--- src/rtl/memory_access_sequencer.sv ---
// Byte-serial sequencer between the address handler and a byte-wide synchronous RAM.
// Loads assemble up to four bytes into ReadData; stores split WriteData into bytes.
module memory_access_sequencer #(
  parameter int unsigned           ADDR_WIDTH = 10,
  parameter logic [ADDR_WIDTH-1:0] FAULT_ADDR = 10'h3FF
) (
  input  logic                    clock,
  input  logic                    reset,
  input  logic                    start,
  input  logic                    write,
  input  logic [1:0]              size,
  input  logic [4*ADDR_WIDTH-1:0] Address,
  input  logic [31:0]             WriteData,
  input  logic [7:0]              mem_rdata,
  output logic [ADDR_WIDTH-1:0]   mem_addr,
  output logic [7:0]              mem_wdata,
  output logic                    mem_we,
  output logic [31:0]             ReadData,
  output logic                    busy,
  output logic                    done,
  output logic                    fault
);

  typedef enum logic [1:0] {StIdle, StXfer, StReadTail, StDone} state_e;

  state_e                  state_q, state_d;
  logic [1:0]              idx_q, idx_d;
  logic [1:0]              last_q, last_d;
  logic                    write_q, write_d;
  logic [4*ADDR_WIDTH-1:0] addr_q, addr_d;
  logic [31:0]             wdata_q, wdata_d;
  logic [ADDR_WIDTH-1:0]   mem_addr_q, mem_addr_d;
  logic [7:0]              mem_wdata_q, mem_wdata_d;
  logic                    mem_we_q, mem_we_d;
  logic [31:0]             rdata_q, rdata_d;
  logic                    fault_q, fault_d;
  logic                    cap_q, cap_d;
  logic [1:0]              cap_idx_q, cap_idx_d;

  logic [ADDR_WIDTH-1:0]   in_lane [4];
  logic [ADDR_WIDTH-1:0]   lane_q  [4];
  logic                    bad_req;
  logic [1:0]              nxt_idx;

  always_comb begin
    for (int k = 0; k < 4; k++) begin
      in_lane[k] = Address[k*ADDR_WIDTH +: ADDR_WIDTH];
      lane_q[k]  = addr_q[k*ADDR_WIDTH +: ADDR_WIDTH];
    end
  end

  // Only lanes that the access will actually use can raise a fault.
  always_comb begin
    case (size)
      2'd0:    bad_req = (in_lane[0] == FAULT_ADDR);
      2'd1:    bad_req = (in_lane[0] == FAULT_ADDR) || (in_lane[1] == FAULT_ADDR);
      2'd2:    bad_req = (in_lane[0] == FAULT_ADDR) || (in_lane[1] == FAULT_ADDR) ||
                         (in_lane[2] == FAULT_ADDR) || (in_lane[3] == FAULT_ADDR);
      default: bad_req = 1'b1;
    endcase
  end

  assign nxt_idx = idx_q + 2'd1;

  always_comb begin
    state_d     = state_q;
    idx_d       = idx_q;
    last_d      = last_q;
    write_d     = write_q;
    addr_d      = addr_q;
    wdata_d     = wdata_q;
    mem_addr_d  = mem_addr_q;
    mem_wdata_d = mem_wdata_q;
    mem_we_d    = 1'b0;
    rdata_d     = rdata_q;
    fault_d     = fault_q;
    cap_d       = 1'b0;
    cap_idx_d   = cap_idx_q;

    // RAM data returns one cycle after the address was issued.
    if (cap_q) begin
      rdata_d[{cap_idx_q, 3'b000} +: 8] = mem_rdata;
    end

    unique case (state_q)
      StIdle: begin
        if (start) begin
          write_d = write;
          addr_d  = Address;
          wdata_d = WriteData;
          last_d  = (size == 2'd0) ? 2'd0 : (size == 2'd1) ? 2'd1 : 2'd3;
          idx_d   = 2'd0;
          if (bad_req) begin
            state_d = StDone;
            fault_d = 1'b1;
          end else begin
            state_d    = StXfer;
            mem_addr_d = in_lane[0];
            if (write) begin
              mem_we_d    = 1'b1;
              mem_wdata_d = WriteData[7:0];
            end else begin
              rdata_d = '0;
            end
          end
        end
      end
      StXfer: begin
        cap_d     = !write_q;
        cap_idx_d = idx_q;
        if (idx_q == last_q) begin
          state_d = write_q ? StDone : StReadTail;
        end else begin
          idx_d      = nxt_idx;
          mem_addr_d = lane_q[nxt_idx];
          if (write_q) begin
            mem_we_d    = 1'b1;
            mem_wdata_d = wdata_q[{nxt_idx, 3'b000} +: 8];
          end
        end
      end
      StReadTail: state_d = StDone;
      StDone: begin
        state_d = StIdle;
        fault_d = 1'b0;
      end
      default: state_d = StIdle;
    endcase
  end

  always_ff @(posedge clock or posedge reset) begin
    if (reset) begin
      state_q     <= StIdle;
      idx_q       <= '0;
      last_q      <= '0;
      write_q     <= 1'b0;
      addr_q      <= '0;
      wdata_q     <= '0;
      mem_addr_q  <= '0;
      mem_wdata_q <= '0;
      mem_we_q    <= 1'b0;
      rdata_q     <= '0;
      fault_q     <= 1'b0;
      cap_q       <= 1'b0;
      cap_idx_q   <= '0;
    end else begin
      state_q     <= state_d;
      idx_q       <= idx_d;
      last_q      <= last_d;
      write_q     <= write_d;
      addr_q      <= addr_d;
      wdata_q     <= wdata_d;
      mem_addr_q  <= mem_addr_d;
      mem_wdata_q <= mem_wdata_d;
      mem_we_q    <= mem_we_d;
      rdata_q     <= rdata_d;
      fault_q     <= fault_d;
      cap_q       <= cap_d;
      cap_idx_q   <= cap_idx_d;
    end
  end

  assign mem_addr  = mem_addr_q;
  assign mem_wdata = mem_wdata_q;
  assign mem_we    = mem_we_q;
  assign ReadData  = rdata_q;
  assign busy      = (state_q != StIdle);
  assign done      = (state_q == StDone);
  assign fault     = fault_q;

endmodule

--- config.mk ---
export PLATFORM = sky130hd
export DESIGN_NAME = memory_access_sequencer
export DESIGN_NICKNAME = d
export VERILOG_FILES = /design/src/rtl/memory_access_sequencer.sv
export SDC_FILE = /design/constraint.sdc
export NUM_CORES = 1
export LEC_CHECK = 0
export BUFFER_PORTS_ARGS = -buffer_cell sky130_fd_sc_hd__buf_2
export CORE_MARGIN = 2
export CORE_UTILIZATION = 59
export CTS_CLUSTER_DIAMETER = 120
export DETAILED_ROUTE_END_ITERATION = 16
export PLACE_DENSITY = 0.89
export SLEW_MARGIN = 25
export SYNTH_ARGS = -nofsm -noshare
export SYNTH_HDL_FRONTEND = slang
export SYNTH_SLANG_ARGS = --single-unit
--- constraint.sdc ---
create_clock -name clock -period 7.5 [get_ports clock]
set_input_delay 0 -clock clock [delete_from_list [all_inputs] [get_ports clock]]
set_output_delay 0 -clock clock [all_outputs]
set_load 0.02 [all_outputs]
==> results by group <==
Pwr
  • Switching part of the total: 0.374
  • Peak VDD IR: approximately 0.27 mV
  • Lkg Pwr: roughly 3.9 nW
  • Power Total: around 3.6 mW
  • PD cells: 414 mW/mm²
  • Clock power frac: 0.257
  • Internal: around 2.2 mW
  • Seq pwr share: 0.355
  • Logic pwr share: 0.388
  • Psw: 1.34 mW

Die
  • Initial Utilization: 0.599
  • Die span in y: 108 µm
  • Core area: between 0.01 and 0.015 mm²
  • Floorplan row count: 38
  • I/O Pins: 140
  • Die area: 0.0117 mm²
  • Die X: approximately 110 µm

Setup path
  • Critical path launch point type: flop
  • CP Data Required Time: roughly 7900 ps
  • Crit path capture type: flop
  • Worst R2R Path Depth: 7
  • Critical Path AT: 3310 ps
  • Crit Path Class: reg2reg
  • Worst-path fanout max: 20

Logic synthesis
  • Post-Syn Instances: approximately 490
  • Flops & latches, synth: 134
  • Avg Inst Size Synth: approximately 13 µm²
  • Register area share after synthesis: 0.523
  • Yosys warns: 0
  • Async set-reset flop share out of synthesis: 1.00
  • Post-synth EDFFs: 0
  • Post-synth top flop: dfrtp_1
  • Netlist Area Pre-Place: roughly 0.0064 mm²
  • Synthesized net count: ~600
  • Post-synth cell types: 47

Route
  • Final ANT Viol Nets: 0
  • Routed WL: between 20000 and 25000 µm
  • DRC: 0
  • Number of detailed-route iterations in the first pass: 6
  • Vias/cell: 6.48
  • Drt first-iter violations: between 700 and 800
  • WL/cell: roughly 24 µm
  • Total number of vias: about 5600

Placement
  • Final RePlAce weighted congestion: between 0.8 and 0.9
  • Post-DP HPWL: 10900 µm
  • PortBufs: roughly 140
  • Placed Area: about 0.0071 mm²
  • Post-Place Cells: between 700 and 800

Cells and area
  • Cell area after layout: ~0.0087 mm²
  • Area grow syn2layout: 35.1%
  • Post-route insts no fill: ~860
  • Multi-input gate area: between 0.002 and 0.003 mm²
  • Layout cell share with drive strength beyond 1: 0.425
  • Reg area: 0.00335 mm²
  • Fillers: 523
  • Nets: about 800

Timing
  • Fin crit period: between 2000 and 3000 ps
  • RSZ-0062 raised after global routing: false
  • Final setup fails: 0
  • Setup TNS: 0 ps
  • Slew @ Worst Pin: approximately 950 ps
  • Max Clk Rate: 347 MHz
  • Clk_skew: ~14 ps
  • Hold Slack: 122 ps
  • Final Hold Vio Count: 0
  • Slew Limit Fails: 0
  • Period utilization: 0.384
  • Max-slew headroom: 0.367

Outcome
  • Outcome: completed

Clocking
  • Worst-skew pair later-pin latency: about 550 ps
  • Clock slew at reported path FFs: 60 ps
  • Postcts setup bufs: 0
  • Htree depth: 4
  • Clock Tree Root: clkbuf_8
  • Max Buffers Root-to-Sink: 2
  • CTS tree: yes
  • Clock buffer count from CTS: 17
  • # clock sinks: between 100 and 150

Min path
  • HP Class: in2async

Global routing
  • Largest net degree at the start of global routing: 80
  • Vias in the first global route: roughly 5700
  • Initial antenna violation count: 1
  • Gr ovfl total: 0
  • Gr usage total: 0.367
  • First-pass GRT wire length: ~31000 µm

Job
  • MaxCap Viol Count: 0
## power groups by stage
| stage | registers [mW] | clock network [mW] | logic [mW] |
|---|---|---|---|
| after floorplan | 1.25 | 0 | 0.903 |
| after global placement | 1.19 | 0 | 1.18 |
| after detailed placement | 1.22 | 0 | 1.25 |
| after CTS | 1.22 | 0.907 | 1.31 |
| after global routing | 1.28 | 0.951 | 1.48 |
| final | 1.27 | 0.921 | 1.39 |
## cell families after synthesis
family	Yosys count	share of synthesized area
AO/OA/AOI/OAI	109	0.121
XOR/XNOR	2	0.00273
flip-flops	134	0.523
AND/OR/NAND/NOR	83	0.0736
multiplexers	111	0.223
adder cells (fa/ha/maj)	8	0.0156
buffers and inverters	46	0.0410
## Yosys cell counts (all sizes together), types with 10 or more instances
| cell type | n | area (µm²) |
|---|---|---|
| a21oi | 12 | 60.1 |
| a22oi | 32 | 240 |
| a31oi | 10 | 62.6 |
| buf | 29 | 198 |
| dfrtp | 134 | 3350 |
| inv | 12 | 45.0 |
| mux2 | 74 | 833 |
| mux2i | 19 | 190 |
| mux4 | 18 | 405 |
| nand2 | 18 | 67.6 |
| nor2 | 47 | 226 |
| o21ai | 16 | 80.1 |
## final cells by class
| type | count | share of cell area |
|---|---|---|
| sequential | 134 | 0.387 |
| multi-input combinational | 313 | 0.326 |
| timing repair buffer | 231 | 0.185 |
| clock buffer | 22 | 0.0558 |
| tap | 140 | 0.0202 |
| clock inverter | 10 | 0.0192 |
| inverter | 12 | 0.00578 |
| antenna | 2 | 0.000578 |
## final timing paths
| path | end | slack, ps | from |
|---|---|---|---|
| setup / recovery | mem_addr[4] | 4620 | state_q[0] |
| hold / removal | ReadData[1] | 120 | reset |
| setup reg to reg | mem_addr[4] | 4620 | state_q[0] |
| hold reg to reg | cap_q | 460 | write_q |
| max in group asynchronous | mem_wdata[1] | 6190 | reset |
| min in group clock | wdata_q[27] | 230 | WriteData[27] |
## cells in the final DEF (no fill, tap or decap), drive strengths merged, types with 2 or more instances in the layout
master / n
o31ai: 4
a22oi: 32
nor2: 47
clkbuf: 22
o21ai: 16
nand2: 18
o22ai: 8
a31oi: 10
clkinv: 3
o211ai: 8
mux2: 74
clkinvlp: 2
nor4: 2
mux4: 18
mux2i: 19
dfrtp: 134
a21oi: 12
dlygate4sd3: 86
xor2: 2
buf: 145
inv: 13
bufinv: 4
a221oi: 8
diode: 2
nor4b: 3
nand4: 8
ha: 8
nor3: 3
## metal layers
metal | up-vias | share of wire | track usage
li1 | 2288 | - | -
met1 | 2713 | 0.34 | 0.415
met2 | 462 | 0.50 | 0.626
met3 | 140 | 0.093 | 0.0898
met4 | 0 | 0.069 | 0.231
met5 | - | 0 | 0
## registers in the layout (all words and copies together) (netlist names)
name	count
ReadData	32
cap_q	1
mem_wdata	8
mem_addr	10
last_q	2
mem_we	1
cap_idx_q	2
addr_q	40
write_q	1
wdata_q	32
state_q	2
fault	1
idx_q	2
## per-stage QoR
stage               utilization  setup WS [ps]
floorplan                     -           3920
global placement          0.665           4840
detailed placement        0.666           4650
CTS                       0.807           4520
global route              0.809           4460
finish                    0.809           4620
## timing repair
item	4_1_cts	5_1_grt
gates resized for setup	0	0
hold endpoints to repair	205	0
endpoints found under the setup margin	0	0
hold buffers	86	0
## worst max-delay path, stage by stage (launching register included)
cell and delay [ps]:
dfrtp_1 430, inv_1 80, ha_1 620, mux2_2 290, o31ai_2 100, a21oi_2 690, a21oi_1 240, a31oi_1 300
Power figures use the tool's default switching activity.
